--- src/rtl/ip_recv.sv ---
// ip_recv: receive-side IPv4 parser. Validates the header as it streams past, decides at the
// last header byte, then forwards exactly payload_length bytes and discards any Ethernet pad.
module ip_recv #(
  parameter bit ACCEPT_BCAST = 1'b1,
  parameter bit CHECK_CSUM   = 1'b1
) (
  input  logic        clock,
  input  logic        reset,
  input  logic        rx_enable,
  input  logic [7:0]  data_in,
  input  logic [31:0] local_ip,
  output logic        active,
  output logic        header_ok,
  output logic        is_icmp,
  output logic        is_udp,
  output logic [31:0] remote_ip,
  output logic        to_bcast,
  output logic [15:0] payload_length,
  output logic        payload_valid,
  output logic [7:0]  data_out,
  output logic        drop
);

  localparam logic [1:0] ST_IDLE    = 2'd0;
  localparam logic [1:0] ST_HDR     = 2'd1;
  localparam logic [1:0] ST_PAYLOAD = 2'd2;
  localparam logic [1:0] ST_WAIT    = 2'd3;

  // One's-complement add with the end-around carry folded back immediately.
  function automatic logic [15:0] csum_add(input logic [15:0] acc, input logic [15:0] word);
    logic [16:0] sum;
    sum = {1'b0, acc} + {1'b0, word};
    return sum[15:0] + {15'd0, sum[16]};
  endfunction

  logic [1:0]  state_r;
  logic [5:0]  byte_no_r;
  logic [7:0]  prev_r;
  logic [15:0] csum_r;
  logic        bad_r;
  logic [3:0]  ihl_r;
  logic [15:0] total_len_r;
  logic [7:0]  proto_r;
  logic [31:0] src_r;
  logic [31:0] dst_r;
  logic [15:0] pay_cnt_r;

  logic [15:0] csum_s;
  logic [31:0] dst_s;
  logic [5:0]  hdr_end_s;
  logic        hdr_last_s;
  logic        byte_bad_s;
  logic        dst_ok_s;
  logic        hdr_fail_s;
  logic [15:0] plen_s;

  // Per-byte header checks and the end-of-header verdict, including the byte now on data_in.
  always_comb begin
    if (byte_no_r >= 6'd3 && byte_no_r[0]) csum_s = csum_add(csum_r, {prev_r, data_in});
    else csum_s = csum_r;
    if (byte_no_r >= 6'd18 && byte_no_r <= 6'd21) dst_s = {dst_r[23:0], data_in};
    else dst_s = dst_r;
    case (byte_no_r)
      6'd1:    byte_bad_s = ({prev_r, data_in} != 16'h0800);
      6'd2:    byte_bad_s = (data_in[7:4] != 4'd4);
      6'd8:    byte_bad_s = (data_in[5:0] != 6'd0);
      6'd9:    byte_bad_s = (data_in != 8'd0);
      6'd11:   byte_bad_s = (data_in != 8'd1) && (data_in != 8'd17);
      default: byte_bad_s = 1'b0;
    endcase
    // A bogus IHL below 5 still ends the header after the minimum 20 IP bytes.
    hdr_end_s  = (ihl_r < 4'd5) ? 6'd21 : ({ihl_r, 2'b00} + 6'd1);
    hdr_last_s = (byte_no_r >= 6'd21) && (byte_no_r == hdr_end_s);
    dst_ok_s   = (dst_s == local_ip) || (ACCEPT_BCAST && (dst_s == 32'hFFFF_FFFF));
    plen_s     = total_len_r - {10'd0, ihl_r, 2'b00};
    hdr_fail_s = bad_r || byte_bad_s || (ihl_r < 4'd5) ||
                 (total_len_r < {10'd0, ihl_r, 2'b00}) || !dst_ok_s ||
                 (CHECK_CSUM && (csum_s != 16'hFFFF));
  end

  // Frame FSM, header field capture and registered outputs.
  always_ff @(posedge clock) begin
    if (reset) begin
      state_r        <= ST_WAIT;
      byte_no_r      <= 6'd0;
      prev_r         <= 8'd0;
      csum_r         <= 16'd0;
      bad_r          <= 1'b0;
      ihl_r          <= 4'd0;
      total_len_r    <= 16'd0;
      proto_r        <= 8'd0;
      src_r          <= 32'd0;
      dst_r          <= 32'd0;
      pay_cnt_r      <= 16'd0;
      active         <= 1'b0;
      header_ok      <= 1'b0;
      is_icmp        <= 1'b0;
      is_udp         <= 1'b0;
      remote_ip      <= 32'd0;
      to_bcast       <= 1'b0;
      payload_length <= 16'd0;
      payload_valid  <= 1'b0;
      data_out       <= 8'd0;
      drop           <= 1'b0;
    end else begin
      drop          <= 1'b0;
      payload_valid <= 1'b0;
      case (state_r)
        ST_IDLE: begin
          if (rx_enable) begin
            active    <= 1'b1;
            byte_no_r <= 6'd1;
            prev_r    <= data_in;
            csum_r    <= 16'd0;
            bad_r     <= 1'b0;
            state_r   <= ST_HDR;
          end
        end
        ST_HDR: begin
          if (!rx_enable) begin
            drop    <= 1'b1;
            active  <= 1'b0;
            state_r <= ST_IDLE;
          end else begin
            byte_no_r <= byte_no_r + 6'd1;
            prev_r    <= data_in;
            csum_r    <= csum_s;
            bad_r     <= bad_r | byte_bad_s;
            dst_r     <= dst_s;
            if (byte_no_r == 6'd2) ihl_r <= data_in[3:0];
            if (byte_no_r == 6'd4) total_len_r[15:8] <= data_in;
            if (byte_no_r == 6'd5) total_len_r[7:0] <= data_in;
            if (byte_no_r == 6'd11) proto_r <= data_in;
            if (byte_no_r >= 6'd14 && byte_no_r <= 6'd17) src_r <= {src_r[23:0], data_in};
            if (hdr_last_s) begin
              if (hdr_fail_s) begin
                drop    <= 1'b1;
                state_r <= ST_WAIT;
              end else begin
                header_ok      <= 1'b1;
                is_icmp        <= (proto_r == 8'd1);
                is_udp         <= (proto_r == 8'd17);
                remote_ip      <= src_r;
                to_bcast       <= (dst_s == 32'hFFFF_FFFF);
                payload_length <= plen_s;
                pay_cnt_r      <= 16'd0;
                state_r        <= (plen_s == 16'd0) ? ST_WAIT : ST_PAYLOAD;
              end
            end
          end
        end
        ST_PAYLOAD: begin
          if (!rx_enable) begin
            drop      <= 1'b1;
            header_ok <= 1'b0;
            active    <= 1'b0;
            state_r   <= ST_IDLE;
          end else begin
            payload_valid <= 1'b1;
            data_out      <= data_in;
            pay_cnt_r     <= pay_cnt_r + 16'd1;
            if (pay_cnt_r + 16'd1 == payload_length) state_r <= ST_WAIT;
          end
        end
        ST_WAIT: begin
          if (!rx_enable) begin
            header_ok <= 1'b0;
            active    <= 1'b0;
            state_r   <= ST_IDLE;
          end
        end
        default: state_r <= ST_WAIT;
      endcase
    end
  end

endmodule

--- config.mk ---
export PLATFORM = sky130hd
export DESIGN_NAME = ip_recv
export DESIGN_NICKNAME = d
export VERILOG_FILES = /design/src/rtl/ip_recv.sv
export SDC_FILE = /design/constraint.sdc
export NUM_CORES = 1
export LEC_CHECK = 0
export ABC_AREA = 1
export ABC_CLOCK_PERIOD_IN_PS = 6200
export CAP_MARGIN = 20
export CORE_ASPECT_RATIO = 0.9
export CORE_MARGIN = 1
export CORE_UTILIZATION = 40
export DETAILED_ROUTE_END_ITERATION = 10
export GPL_TIMING_DRIVEN = 0
export MAX_ROUTING_LAYER = met4
export PLACE_DENSITY = 0.63
export RECOVER_POWER = 25
export SKIP_CTS_REPAIR_TIMING = 1
export SLEW_MARGIN = 20
export SYNTH_ARGS = -nofsm -noshare
export SYNTH_HDL_FRONTEND = slang
export SYNTH_SLANG_ARGS = --single-unit
--- constraint.sdc ---
create_clock -name clock -period 6.2 [get_ports clock]
set_input_delay 1.24 -clock clock [delete_from_list [all_inputs] [get_ports clock]]
set_output_delay 1.24 -clock clock [all_outputs]
set_load 0.03 [all_outputs]
==> After elaboration in Yosys (flattened, before gate mapping) <==
Cells that the tools add are included.
{ "word_totals": {"regBits": 204, "out_inout_bits": 63, "word_cells": 147} }
{ "op_classes": {"addsub": 6, "n_lt_le_gt_ge": 8, "eq_ne": 31, "mux": 40, "bitwise": 3, "reduce_logical": 37} }
{ "op_table": {"columns": ["operator", "count"], "rows": [
  ["$mux 16", 7],
  ["$pmux 16 s2", 2],
  ["$eq 32x32->1", 1],
  ["$eq 32x32->1 const B", 1],
  ["$mux 32", 1],
  ["$eq 6x4->1 const B", 3],
  ["$mux 6", 3],
  ["$reduce_and 3->1", 6],
  ["$add 16x16->17", 1],
  ["$add 16x1->16", 1],
  ["$add 16x1->16 const B", 1],
  ["$eq 16x16->1", 1],
  ["$logic_not 16->1", 1],
  ["$lt 16x6->1", 1],
  ["$ne 16x12->1 const B", 1],
  ["$ne 16x16->1 const B", 1],
  ["$ne 2x2->1 const B", 8],
  ["$sub 16x6->16", 1],
  ["$mux 1", 14],
  ["$add 6x1->6 const B", 2],
  ["$eq 6x3->1 const B", 2],
  ["$ge 6x5->1 const B", 2],
  ["$le 6x5->1 const B", 2],
  ["$mux 2", 6],
  ["other kinds (32)", 56]
]} }

==> Depth between registers and ports, before layout <==
{ "depth": {"ltp_word": 12, "ltp_mapped": 34, "mapped_depth_nobuf": 34} }

==> Least setup slack after synthesis <==
OpenSTA, ideal clock, no wires.
{ "synth_timing": {"path_type": "input -> register", "start": "input data_in[0]", "end": "register remote_ip[19]", "setup_ns": 0.119, "arrival_time_ns": 4.769, "t_required_ns": 6.081, "path_slack_ns": 1.312, "cell_stages": 33, "path_buffers": 2, "cell_sequence": "ha_1 -> inv_1 -> fa_1 -> inv_1 -> nand2_1 -> nand2_1 -> nand3_1 -> nand2_1 -> nand3_1 -> nand2_1 -> a21oi_1 -> o21bai_1 -> ha_1 -> ha_1 -> inv_1 -> nor2_1 -> nand3_1 -> nor2_2 -> inv_1 -> nor2_1 -> nand2_1 -> nand2_1 -> nand2_1 -> nand2_1 -> nand2_1 -> nor2_1 -> nand3_1 -> nor2_2 -> nand3_2 -> buf_6 -> buf_6 -> o21ai_0 -> a21oi_1"} }
{ "synth_via": {"elab_chain_cells": 10, "elab_cells_between_ends": 23, "cone_classes": "add/sub: 2; eq/ne: 6; mux: 3; bitwise: 1; reduce/logical: 11"} }
{ "synth_rtl": {"columns": ["item", "line_no", "text"], "rows": [
  ["start: declaration", "10", "input logic [7:0] data_in,"],
  ["parallel branches: the longest is 7 deep, another holds $add 16x16->17", null, null],
  ["$logic_or 1x1->1 *", "77", "(total_len_r < {10'd0, ihl_r, 2'b00}) || !dst_ok_s ||"],
  ["$not 1->1 (no line) *", null, null],
  ["$reduce_and 4->1 (no line) *", null, null],
  ["end signal: assignment", "143", "remote_ip <= src_r;"],
  ["end: declaration", "16", "output logic [31:0] remote_ip,"]
]} }
Every way passes the cells marked *.
A chain may end at the register's enable or synchronous reset.

==> Worst setup path after layout <==
{ "layout_timing": {"start": "input data_in[2]", "end": "register remote_ip[15]"} }
Same word-level chain as after synthesis.

==> impl_metrics.ini <==
[clock_network]
clock_latency_ps = 520
clk_pin_slew_ps = 60
cts.htree.levels = 1
cts_buffers = 23
cts.sinks = 204
cts_root_buf = clkbuf_16
cts_max_path_buffers = 3
tritoncts = done

[sta]
slew_viol_final = 0
period_share_pct = 92.2
setup_viol = 0
fin_crit_ps = 5720
hold_viol = 0
fin_skew_ps = 10.3
relSlewSlack_pct = 43.9
finalWorstSetupSlack_ps = 484
rsz0062_at_grt = false
setup_tns_ps = 0
max_freq_ghz = 0.175
worst_pin_slew_ps = 834
holdWs_ps = 441

[setup_path]
slowest_stage = clkdlybuf4s50_1
end_kind = register
arrival_ps = 6120
max_stage_delay_ps = 570
path_class = primary input to register
worst_setup_path_start_kind = primary input
cpMostUsedCell = nand2_1
crit_fanout = 10
worstPathRequired_ps = 6600

[cells_and_area]
drive_above_1_share_pct = 5.36
fillerInstances = 3021
area_delta_synth_final_pct = 19.9
diodes = 0
nets = 2096

[global_route]
grt_antenna_before_repair = 0
grt_pass1_vias = 11274
grt_max_degree = 14
gr-total-overflow = 0
grt_pass1_wl_um = 57200
grt_usage_pct = 23.9

[route]
first_pass_iters = 6
detail_route.vias_per_cell = 5.03
antenna_left = 0
drc = 0
vias = 12222
drtIter0Drc = 894
wl_um = 35900
routedWlPerCell_um = 14.7

[power_and_ir_drop]
power.leakage_nw = 6.55
vdd_drop_max_uv = 179
p_per_area_mw_per_mm2 = 281

[place]
dp_hpwl_um = 27400
gp_congestion = 0.947
post-place-ws_ps = -792
io_buffer_count = 104

[synthesis]
synth-edff-count = 0
syn-cell-area_mm2 = 0.0120
avgSynthCellArea_um2 = 6.34
ys_seq_elements = 204
synthFlopType = dfxtp_1
syn-num-nets = 1965
seq_area_frac_synth_pct = 34.1
async_flop_share_pct = 0
synth.distinct_cells = 36
synth_warnings = 0
postSynthCellCount = 1887

[die]
core_mm2 = 0.0292
io_pins = 106
die-area_mm2 = 0.0306
die_h_um = 166
die_x_um = 184
rows = 59
initial_core_util_pct = 41.0

[min_path]
hold_path_class = register to register

[run]
cap_violations = 0

[run_status]
status = complete, no violations
cells in the final DEF, fill, tap and decap left out, types with 12 or more instances in the layout:
cell type        instances
o21ai_0                159
clkbuf_1                49
clkbuf_16               23
nand3b_1                15
clkdlybuf4s50_1         83
nand4_1                 14
a21oi_1                188
o211ai_1                12
or2_2                   19
xor2_1                  22
dlygate4sd3_1           17
nor3_1                  22
inv_1                  298
nor2_1                 145
o21ai_1                 12
dfxtp_1                204
ha_1                    30
nand3_1                170
buf_6                   14
nand2_1                453
layout make-up:
class                      count  area (um^2)  share of cell area, %
timing repair buffer         106         1060                   7.38
buffer                        75          418                   2.91
tap                          396          495                   3.45
clock buffer                  32          669                   4.66
multi-input combinational   1305         6360                   44.3
inverter                     303         1140                   7.98
sequential                   204         4080                   28.5
clock inverter                10          120                  0.837
stage by stage:
stage | power (mW) | utilization, % | instances | cell area (um^2)
floorplan | 2.33 | - | 1887 | 12000
global placement | 2.62 | 46.3 | 2387 | 13500
detailed placement | 2.65 | 46.3 | 2387 | 13500
CTS | 4.06 | 49.0 | 2429 | 14300
global route | 4.29 | 49.2 | 2431 | 14400
finish | 4.04 | 49.2 | 2431 | 14400
cell families after synthesis:
group           Yosys count  synth area share (%)
compound gates          379                  16.2
xor+xnor                 28                  2.05
fa+ha+maj                35                  3.78
buf+inv                 378                  13.0
simple gates            863                  30.8
flops                   204                  34.1
power breakdown:
group          leakage, nW  internal (mW)  switching (mW)
logic                 4.51          0.387           0.726
clock network        0.388          0.842           0.570
registers             1.65           1.43          0.0875
cells in the mapped netlist, types with 3 or more instances:
library cell	number	area, um^2
or2_2	19	119
nor2_2	5	31.3
xor2_1	22	193
o21ai_1	12	60.1
o211ai_1	12	90.1
nand2_1	453	1700
buf_2	7	35.0
nor4_1	8	50.1
buf_6	14	158
buf_1	6	22.5
nand2_2	7	43.8
inv_1	299	1120
nand3_1	170	851
o21ai_0	159	796
clkbuf_1	42	158
nand3b_1	15	113
dfxtp_1	204	4080
o21bai_1	3	22.5
nand4_1	14	87.6
a21oi_1	188	941
xnor2_1	6	52.6
buf_4	6	45.0
nor3_1	22	110
ha_1	33	413
nor2_1	145	544
worst paths after layout:
kind                                            startpoint                          to  slack [ps]  cells past startpoint
worst min register to register  remote_ip[14]$_SDFFE_PP0P_  remote_ip[14]$_SDFFE_PP0P_         440                      2
worst min-delay path            remote_ip[14]$_SDFFE_PP0P_  remote_ip[14]$_SDFFE_PP0P_         440                      2
worst max-delay path                            data_in[2]  remote_ip[15]$_SDFFE_PP0P_         480                     31
worst max register to register      csum_r[0]$_SDFFE_PP0P_  remote_ip[15]$_SDFFE_PP0P_        1180                     33
state kept, by name, indices dropped and copies added (netlist names), 2 cells and up:
register / count
prev_r: 8
src_r: 32
total_len_r: 16
payload_length: 16
data_out: 8
proto_r: 8
remote_ip: 32
csum_r: 16
dst_r: 32
byte_no_r: 6
pay_cnt_r: 16
ihl_r: 4
state_r: 2
worst max-delay path: cells and delay by family:
kind / cells / cell delay (ps)
and+or+nand+nor: 19 / 2360
AOI/OAI and AO/OA: 4 / 570
adders and majority gates: 3 / 830
buffers and inverters: 5 / 1100
per-layer routing:
layer | up-vias | track usage, % | part of all wire [%]
met5 | - | - | 0
met1 | 5544 | 31.7 | 47
li1 | 6307 | - | -
met3 | 70 | 3.09 | 5.4
met4 | 0 | 6.78 | 2.8
met2 | 301 | 37.8 | 45
No activity file was read; power rests on OpenSTA's default activity.
